==> src/rtl/frac_lut6_cfg_loader.sv <==
// Configuration sequencer for a column of frac_lut6 frames that share one
// serial config flip-flop chain. Host words arrive over valid/ready and are
// shifted LSB first onto the chain head, 66 bits (64 sram + 2 mode) per LUT.
//
// Handshake: a word transfers on a rising edge where cfg_valid_i and
// cfg_ready_o are both 1. cfg_ready_o is high only in FETCH and is pulled low
// combinationally in a cycle where abort_i is high, so an abort never races
// with an accepted word. The host may hold or drop valid freely; the loader
// never drops ready once it is raised except on abort.
module frac_lut6_cfg_loader #(
    parameter int NUM_LUTS  = 8,
    parameter int WORD_W    = 32,
    parameter int LUT_IDX_W = 3
) (
    input  logic                 prog_clk,
    input  logic                 prog_rst_n,
    input  logic                 start_i,
    input  logic                 abort_i,
    input  logic [WORD_W-1:0]    cfg_word_i,
    input  logic                 cfg_valid_i,
    output logic                 cfg_ready_o,
    output logic                 ccff_head_o,
    output logic                 prog_en_o,
    output logic                 busy_o,
    output logic                 done_o,
    output logic                 aborted_o,
    output logic [LUT_IDX_W-1:0] lut_idx_o,
    output logic [1:0]           fsm_state_o
);

    typedef enum logic [1:0] {
        S_IDLE  = 2'd0,
        S_FETCH = 2'd1,
        S_SHIFT = 2'd2,
        S_DONE  = 2'd3
    } state_t;

    localparam logic [LUT_IDX_W-1:0] LAST_LUT = LUT_IDX_W'(NUM_LUTS - 1);

    state_t                 state, state_nxt;
    logic [WORD_W-1:0]      shreg, shreg_nxt;
    logic [5:0]             bits_left, bits_left_nxt;
    logic [1:0]             word_idx, word_idx_nxt;
    logic [LUT_IDX_W-1:0]   lut_idx, lut_idx_nxt;
    logic                   aborted, aborted_nxt;

    // State and datapath registers; reset leaves the chain itself untouched.
    always_ff @(posedge prog_clk or negedge prog_rst_n) begin
        if (!prog_rst_n) begin
            state     <= S_IDLE;
            shreg     <= '0;
            bits_left <= '0;
            word_idx  <= '0;
            lut_idx   <= '0;
            aborted   <= 1'b0;
        end else begin
            state     <= state_nxt;
            shreg     <= shreg_nxt;
            bits_left <= bits_left_nxt;
            word_idx  <= word_idx_nxt;
            lut_idx   <= lut_idx_nxt;
            aborted   <= aborted_nxt;
        end
    end

    // Next-state logic: fetch a word, shift it out, advance word/LUT counters.
    always_comb begin
        state_nxt     = state;
        shreg_nxt     = shreg;
        bits_left_nxt = bits_left;
        word_idx_nxt  = word_idx;
        lut_idx_nxt   = lut_idx;
        aborted_nxt   = 1'b0;
        case (state)
            S_IDLE: begin
                if (start_i) begin
                    state_nxt    = S_FETCH;
                    word_idx_nxt = '0;
                    lut_idx_nxt  = '0;
                end
            end
            S_FETCH: begin
                if (abort_i) begin
                    state_nxt    = S_IDLE;
                    aborted_nxt  = 1'b1;
                    word_idx_nxt = '0;
                    lut_idx_nxt  = '0;
                end else if (cfg_valid_i) begin
                    shreg_nxt     = cfg_word_i;
                    // The third word of a frame carries only the two mode bits.
                    bits_left_nxt = (word_idx == 2'd2) ? 6'd2 : 6'd32;
                    state_nxt     = S_SHIFT;
                end
            end
            S_SHIFT: begin
                if (abort_i) begin
                    state_nxt    = S_IDLE;
                    aborted_nxt  = 1'b1;
                    word_idx_nxt = '0;
                    lut_idx_nxt  = '0;
                end else begin
                    shreg_nxt     = {1'b0, shreg[WORD_W-1:1]};
                    bits_left_nxt = bits_left - 6'd1;
                    if (bits_left == 6'd1) begin
                        if (word_idx != 2'd2) begin
                            word_idx_nxt = word_idx + 2'd1;
                            state_nxt    = S_FETCH;
                        end else if (lut_idx != LAST_LUT) begin
                            word_idx_nxt = '0;
                            lut_idx_nxt  = lut_idx + 1'b1;
                            state_nxt    = S_FETCH;
                        end else begin
                            state_nxt = S_DONE;
                        end
                    end
                end
            end
            S_DONE: begin
                state_nxt    = S_IDLE;
                word_idx_nxt = '0;
                lut_idx_nxt  = '0;
            end
            default: state_nxt = S_IDLE;
        endcase
    end

    // Status and chain outputs decoded from the registered state.
    always_comb begin
        cfg_ready_o = (state == S_FETCH) && !abort_i;
        prog_en_o   = (state == S_SHIFT);
        ccff_head_o = (state == S_SHIFT) && shreg[0];
        busy_o      = (state != S_IDLE);
        done_o      = (state == S_DONE);
        aborted_o   = aborted;
        lut_idx_o   = lut_idx;
        fsm_state_o = state;
    end

endmodule

==> config.mk <==
export PLATFORM = sky130hd
export DESIGN_NAME = frac_lut6_cfg_loader
export DESIGN_NICKNAME = d
export VERILOG_FILES = /design/src/rtl/frac_lut6_cfg_loader.sv
export SDC_FILE = /design/constraint.sdc
export NUM_CORES = 1
export LEC_CHECK = 0
export BUFFER_PORTS_ARGS = -buffer_cell sky130_fd_sc_hd__buf_2
export CAP_MARGIN = 40
export CORE_ASPECT_RATIO = 1.1
export CORE_MARGIN = 10
export CORE_UTILIZATION = 30
export CTS_BUF_LIST = sky130_fd_sc_hd__clkbuf_2 sky130_fd_sc_hd__clkbuf_4 sky130_fd_sc_hd__clkbuf_8
export DETAILED_ROUTE_END_ITERATION = 7
export SYNTH_ARGS = -nofsm -noshare
export SYNTH_HDL_FRONTEND = slang
export SYNTH_SLANG_ARGS = --single-unit
==> constraint.sdc <==
create_clock -name prog_clk -period 2.79 [get_ports prog_clk]
set_input_delay 0.279 -clock prog_clk [delete_from_list [all_inputs] [get_ports prog_clk]]
set_output_delay 0.279 -clock prog_clk [all_outputs]
set_load 0.02 [all_outputs]
Word level (Yosys, flattened, before mapping)
Index checks and enable logic that the tools add are counted.
Operators by class
  reduce and logical (&&, ||, !) cells: 11
  muxes and demuxes: 33
  $add $sub $neg: 3
  equality and inequality tests: 17
Operator list (number)
  2-to-1 mux 32 bit: 3
  case mux 32 bit (2 select lines): 1
  2-to-1 mux 2 bit: 13
  2-to-1 mux 6 bit: 4
  2-to-1 mux 3 bit: 6
  case mux 2 bit (4 select lines): 2
  inequality test 2 bit (second input constant): 6
  case mux 3 bit (4 select lines): 1
  case mux 6 bit (2 select lines): 1
  inequality test 3 bit (second input constant): 3
  AND reduction 4 bit: 2
  == test 2 bit (second input constant): 3
  == test 6 x 1 -> 1 bit (second input constant): 1
  inequality test 3 x 2 -> 1 bit (second input constant): 2
  subtractor 6 x 1 -> 6 bit (second input constant): 1
  AND reduction 5 bit: 1
  inequality test 4 x 2 -> 1 bit (second input constant): 1
  nonzero test 2 bit: 2
  adder 3 x 1 -> 3 bit (second input constant): 1
  AND reduction 3 bit: 1
  adder 2 x 1 -> 2 bit (second input constant): 1
  == test 2 x 1 -> 1 bit (second input constant): 1
  logical AND 1 bit: 2
  logical NOT 2 bit: 1
  3 further kinds: 4
Storage, ports and cells
  register bits: 46
  input bits: 37

Logic depth before layout (Yosys ltp)
  depth after elaboration: 6
  mapped depth: 10
  depth with buffers taken out: 6

Worst setup path before layout
OpenSTA, ideal clock, no wires.
  path type: reg-to-output
  start point: reg state[0], in the netlist fsm_state_o[0]
  end point: out ccff_head_o
  arrival time: 1.849 ns
  slack: 0.662 ns
  stages on the path, launching flop included: 7
  buffers on the path: 3
  data required time: 2.511 ns
  cell sequence: dfrtp_1 -> inv_1 -> ha_1 -> buf_2 -> buf_2 -> clkbuf_1 -> and2_1
On the way
  word-level cells in the longest chain between the ends: 2
Ends and longest elaborated chain
  from (decl): line 40  | state_t state, state_nxt;
  from (signal assigned): line 57  | state <= state_nxt;
  == test 2 bit
  named net prog_en_o: line 23  | output logic prog_en_o,
  logical AND 1 bit: line 131  | ccff_head_o = (state == S_SHIFT) && shreg[0];
  to (decl): line 22  | output logic ccff_head_o,
The timed path passes the listed nets, and every way through them passes these cells.

Final worst setup path
  start point: reg state[1], in the netlist fsm_state_o[1]
  end point: reg bits_left[5]
On the way
  word-level cells in the longest chain between the ends: 3
Ends and longest elaborated chain
  == test 2 x 1 -> 1 bit / == test 2 bit (equally long branches): line 74  | case (state)
  inequality test 2 bit (no source line) / nonzero test 2 bit (equally long branches)
  AND reduction 4 bit (no source line)
  to (signal assigned): line 59  | bits_left <= bits_left_nxt;
  to (decl): line 42  | logic [5:0] bits_left, bits_left_nxt;
Parallel ways exist; a longest one is shown, timed or not.
A chain may end at the register's enable or synchronous reset.

==> flow_summary.html <==
<table>
<tr><th>Metric</th><th>Value</th></tr>
<tr><th colspan="2">Pwr</th></tr>
<tr><td>Power share of the combinational group</td><td>34.2%</td></tr>
<tr><td>Worst vdd ir</td><td>between 0.3 and 0.4 mV</td></tr>
<tr><td>Power density cells</td><td>877.7 nW/um2</td></tr>
<tr><td>Switching fraction of total power</td><td>36.15%</td></tr>
<tr><td>Part of the total power dissipated in the clock network</td><td>20.5%</td></tr>
<tr><td>Flop pwr share</td><td>45.3%</td></tr>
<tr><td>Design Power</td><td>2.469 mW</td></tr>
<tr><td>Net switching component of the power</td><td>0.8925 mW</td></tr>
<tr><td>Leakage power summed over all cells</td><td>roughly 1.3 nW</td></tr>
<tr><td>Internal power of the cells</td><td>1.576 mW</td></tr>
<tr><th colspan="2">STA</th></tr>
<tr><td>RSZ-0062 raised after global routing</td><td>no</td></tr>
<tr><td>Crit share post-route</td><td>between 80% and 90%</td></tr>
<tr><td>Max_slew headroom</td><td>43.24%</td></tr>
<tr><td>Setup TNS after final layout</td><td>0 ns</td></tr>
<tr><td>Skew final</td><td>0.008159 ns</td></tr>
<tr><td>Measured slew at the worst slew-check pin</td><td>0.8483 ns</td></tr>
<tr><td>Number of hold violations in the final report</td><td>0</td></tr>
<tr><td>Min Clock Period, post-route</td><td>2.286 ns</td></tr>
<tr><td>Final Max Tran Viols</td><td>0</td></tr>
<tr><td>Number of setup violations in the final report</td><td>0</td></tr>
<tr><td>Max Clock Freq</td><td>0.4374 GHz</td></tr>
<tr><td>Final worst-path setup slack</td><td>between 0.5 and 0.6 ns</td></tr>
<tr><th colspan="2">Synth</th></tr>
<tr><td>Synth top area share</td><td>48.52%</td></tr>
<tr><td>Synth cell count leaders</td><td>46 x sky130_fd_sc_hd__dfrtp_1, 24 x sky130_fd_sc_hd__nand2_1, 23 x sky130_fd_sc_hd__mux2i_1, 22 x sky130_fd_sc_hd__nor2_1, 22 x sky130_fd_sc_hd__nor3_1</td></tr>
<tr><td>Cell accounting for the most synthesized area</td><td>sky130_fd_sc_hd__dfrtp_1</td></tr>
<tr><td>Most frequently used cell type in the post-synthesis netlist</td><td>sky130_fd_sc_hd__dfrtp_1</td></tr>
<tr><td>Count of warnings emitted by yosys</td><td>0</td></tr>
<tr><td>Async SR Flop Fraction</td><td>100.0%</td></tr>
<tr><td>Multiplexer fraction of the synthesized cell area</td><td>12.08%</td></tr>
<tr><td>Leading register cell type out of synthesis</td><td>sky130_fd_sc_hd__dfrtp_1</td></tr>
<tr><td>Synthesized area per cell</td><td>around 10 um2</td></tr>
<tr><td>Area of the mapped netlist</td><td>2372 um2</td></tr>
<tr><td>Synthesis-stage register bit count</td><td>46</td></tr>
<tr><td>Top cells by area, synth</td><td>sky130_fd_sc_hd__dfrtp_1 49%, sky130_fd_sc_hd__mux2i_1 9.7%, sky130_fd_sc_hd__ha_1 4.7%</td></tr>
<tr><td>Post-synthesis compound-gate area fraction</td><td>10.28%</td></tr>
<tr><td>Area share of fa/ha/maj cells after synthesis</td><td>4.747%</td></tr>
<tr><td>Combinational family with the most area after synthesis</td><td>simple AND/OR/NAND/NOR gates</td></tr>
<tr><td>Post-synth EDFFs</td><td>0</td></tr>
<tr><td>Post-synthesis share of cell area spent on and, or, nand and nor gates</td><td>19.46%</td></tr>
<tr><td>Sequential share of the synthesized area</td><td>48.52%</td></tr>
<tr><td>Post-synthesis net count</td><td>282</td></tr>
<tr><td>Synth Area in XOR/XNOR</td><td>0%</td></tr>
<tr><td>Number of distinct library cells after synthesis</td><td>38</td></tr>
<tr><td>Post-Synthesis Cells</td><td>236</td></tr>
<tr><th colspan="2">Routing</th></tr>
<tr><td>Post-detailed-route wirelength per cell</td><td>13.17 um</td></tr>
<tr><td>Final routed wirelength across all metal layers</td><td>5083 um</td></tr>
<tr><td>Initial DRC count</td><td>78</td></tr>
<tr><td>Antenna violation net count after detailed routing</td><td>0</td></tr>
<tr><td>Post-route DRC violation count</td><td>0</td></tr>
<tr><td>Detail-routed via count per cell</td><td>4.570</td></tr>
<tr><td>Pre-antenna DRT Iters</td><td>4</td></tr>
<tr><td>Via count</td><td>1764</td></tr>
<tr><th colspan="2">Worst setup path</th></tr>
<tr><td>Max incr delay on CP</td><td>0.66 ns</td></tr>
<tr><td>CP max-delay cell</td><td>sky130_fd_sc_hd__nor2_1</td></tr>
<tr><td>Worst setup SP type</td><td>register</td></tr>
<tr><td>CP required</td><td>2.98 ns</td></tr>
<tr><td>R2R Path Start</td><td>fsm_state_o[1]</td></tr>
<tr><td>Crit. Startpoint</td><td>fsm_state_o[1]</td></tr>
<tr><td>Number of cells on the worst reg-to-reg path</td><td>6</td></tr>
<tr><td>Critical register-to-register path endpoint</td><td>bits_left[5]</td></tr>
<tr><td>Arrival time at the worst endpoint</td><td>about 2.5 ns</td></tr>
<tr><td>Sequence of cells on the critical path</td><td>inv_1 &gt; ha_1 &gt; mux2i_1 &gt; nor2_1 &gt; a21boi_0 &gt; a211o_1</td></tr>
<tr><td>Kind of capture point of the worst setup path</td><td>register</td></tr>
<tr><td>Flop-to-flop setup slack</td><td>0.50 ns</td></tr>
<tr><td>Worst-path fanout max</td><td>13</td></tr>
<tr><td>Classification of the worst setup path</td><td>reg -&gt; reg</td></tr>
<tr><td>Critical Path End</td><td>bits_left[5]</td></tr>
<tr><th colspan="2">Clock network</th></tr>
<tr><td>CTS tree</td><td>built</td></tr>
<tr><td>Count of instances resized after the clock tree is built</td><td>0</td></tr>
<tr><td>Deepest level of the CTS H-tree</td><td>2</td></tr>
<tr><td>TritonCTS buffer count</td><td>5</td></tr>
<tr><td>Maximum count of clock buffers along a single path</td><td>2</td></tr>
<tr><td>Post-CTS clock slew at the launch and capture registers of the worst setup and hold paths</td><td>0.09 ns</td></tr>
<tr><td>Sink count of the clock tree</td><td>46</td></tr>
<tr><td>Clock Latency Late Sink</td><td>0.30 ns</td></tr>
<tr><td>CTS root buf</td><td>sky130_fd_sc_hd__clkbuf_8</td></tr>
<tr><th colspan="2">Layout</th></tr>
<tr><td>Number of diodes added for antenna fixing</td><td>0</td></tr>
<tr><td>Final non-filler cell area</td><td>between 2000 and 3000 um2</td></tr>
<tr><td>Area occupied by multi-input gates</td><td>approximately 1100 um2</td></tr>
<tr><td>Fin nets</td><td>about 330</td></tr>
<tr><td>Share of post-route cells with drive strength above 1</td><td>24.91%</td></tr>
<tr><td>Synthesis-to-finish area growth</td><td>18.57%</td></tr>
<tr><td>Filler Cell Count</td><td>812</td></tr>
<tr><td>Sequential standard cell area</td><td>~1200 um2</td></tr>
<tr><th colspan="2">Die</th></tr>
<tr><td>Total die area</td><td>11870 um2</td></tr>
<tr><td>Boundary pin count</td><td>48</td></tr>
<tr><td>Core Box Area</td><td>7597 um2</td></tr>
<tr><td>Y dimension of the die</td><td>113.3 um</td></tr>
<tr><td>Number of placement rows</td><td>33</td></tr>
<tr><td>Width of the die</td><td>between 100 and 150 um</td></tr>
<tr><td>Initial core utilization</td><td>31.23%</td></tr>
<tr><th colspan="2">Global routing</th></tr>
<tr><td>Vias in the first global route</td><td>roughly 1800</td></tr>
<tr><td>Initial antenna violation count</td><td>0</td></tr>
<tr><td>Residual overflow from global routing</td><td>0</td></tr>
<tr><td>Total routing resource utilization after global routing</td><td>just under 9%</td></tr>
<tr><td>Largest net degree at the start of global routing</td><td>46</td></tr>
<tr><td>Global-route wire length before repair</td><td>approximately 8800 um</td></tr>
<tr><th colspan="2">Place</th></tr>
<tr><td>Worst slack after detailed placement</td><td>0.5145 ns</td></tr>
<tr><td>Placed wire-length estimate after detailed placement</td><td>approximately 3800 um</td></tr>
<tr><td>Routability congestion estimate</td><td>0.7366</td></tr>
<tr><td>Placed Area</td><td>between 2000 and 3000 um2</td></tr>
<tr><td>I/O Buffers</td><td>47</td></tr>
<tr><th colspan="2">Run status</th></tr>
<tr><td>Result of the run</td><td>finished clean</td></tr>
<tr><th colspan="2">Job</th></tr>
<tr><td>Total of max-cap violations</td><td>0</td></tr>
<tr><th colspan="2">Worst hold path</th></tr>
<tr><td>Class of the worst hold path</td><td>in -&gt; reg</td></tr>
</table>
[sequential cells by signal, indices dropped and copies added (netlist names)]
signal and count:
lut_idx_o 3, fsm_state_o 2, aborted_o 1, bits_left 6, shreg 32, word_idx 2
[worst min path at each step]
stage | from | endpoint | slack (ns) | depth (start not counted)
6_report | cfg_word_i[31] | shreg[31] | 0.23 | 3
5_1_grt | cfg_word_i[31] | shreg[31] | 0.23 | 3
4_1_cts | cfg_word_i[31] | shreg[31] | 0.23 | 3
3_3_place_gp | shreg[31] | shreg[31] | 0.46 | 2
2_1_floorplan | prog_rst_n | aborted_o | -0.02 | 0
3_5_place_dp | prog_rst_n | aborted_o | 0.20 | 1
[critical path: cells and delay by family, from the launching register on]
| family | cells | cell delay [ns] |
|---|---|---|
| and+or+nand+nor | 1 | 0.66 |
| buffers and inverters | 1 | 0.10 |
| DFF | 1 | 0.42 |
| AOI/OAI and AO/OA | 2 | 0.59 |
| muxes | 1 | 0.16 |
| adders and majority gates | 1 | 0.24 |
[per-stage QoR]
step                      utilization [%]  hold WS [ns]  instances
after floorplan                         -      -0.01659        236
after global placement              35.14        0.4626        376
final                               37.02        0.2263        386
after detailed placement            35.41        0.2002        377
after CTS                           37.02        0.2258        386
after global routing                37.02        0.2287        386
[layer usage]
metal / share of wire (%) / vias up / GRT usage [%]
met5: 0 / - / 0
met4: 0.90 / 0 / 2.198
met3: 5.9 / 5 / 3.632
met2: 46 / 39 / 13.91
met1: 47 / 820 / 10.98
li1: - / 900 / -
[layout make-up]
type / count / area share (%)
Clock inverter: 3 / 1.557
Inverter: 8 / 1.068
Clock buffer: 5 / 2.447
Multi-Input combinational cell: 168 / 39.37
Tap cell: 105 / 4.671
Timing Repair Buffer: 51 / 9.964
Sequential cell: 46 / 40.93
[power by group through the flow]
stage	clock network (mW)	registers, mW	logic [mW]
final	0.506	1.12	0.843
after floorplan	0	1.10	0.672
after global placement	0	1.12	0.833
after global routing	0.561	1.16	0.980
after detailed placement	0	1.13	0.861
after CTS	0.524	1.12	0.862
[layout by cell type, fill, tap and decap left out, drive strengths merged]
cell type,synthesis,routed
bufinv,0,1
nor4b,1,1
and2,3,3
ha,9,9
a211o,1,1
nor3b,1,1
nand2b,2,2
nor3,24,24
clkinv,0,1
nand3,1,1
o22ai,1,1
o21ai,25,25
and3b,1,1
or2,1,1
o31ai,2,2
and3,1,1
inv,8,9
nor2b,6,6
a21boi,1,1
clkbuf,3,5
or4,2,2
nor2,22,22
dlygate4sd3,0,1
a22o,5,5
buf,11,50
nand4b,1,1
mux2i,23,23
a21oi,2,2
mux2,5,5
and4b,1,1
nand3b,1,1
dfrtp,46,46
a21o,1,1
nand2,24,24
a211oi,1,1
[logic make-up after synthesis]
family                     Yosys count
muxes                               28
AOI/OAI and AO/OA                   39
DFF                                 46
and+or+nand+nor                     92
buffers and inverters               22
adders and majority gates            9
[repair_timing]
item / in CTS / in global routing
setup buffers: 0 / 0
endpoints found under the setup margin: 0 / 0
hold buffers: 1 / 0
hold endpoints to repair: 12 / 0
No activity file was read; power rests on OpenSTA's default activity.
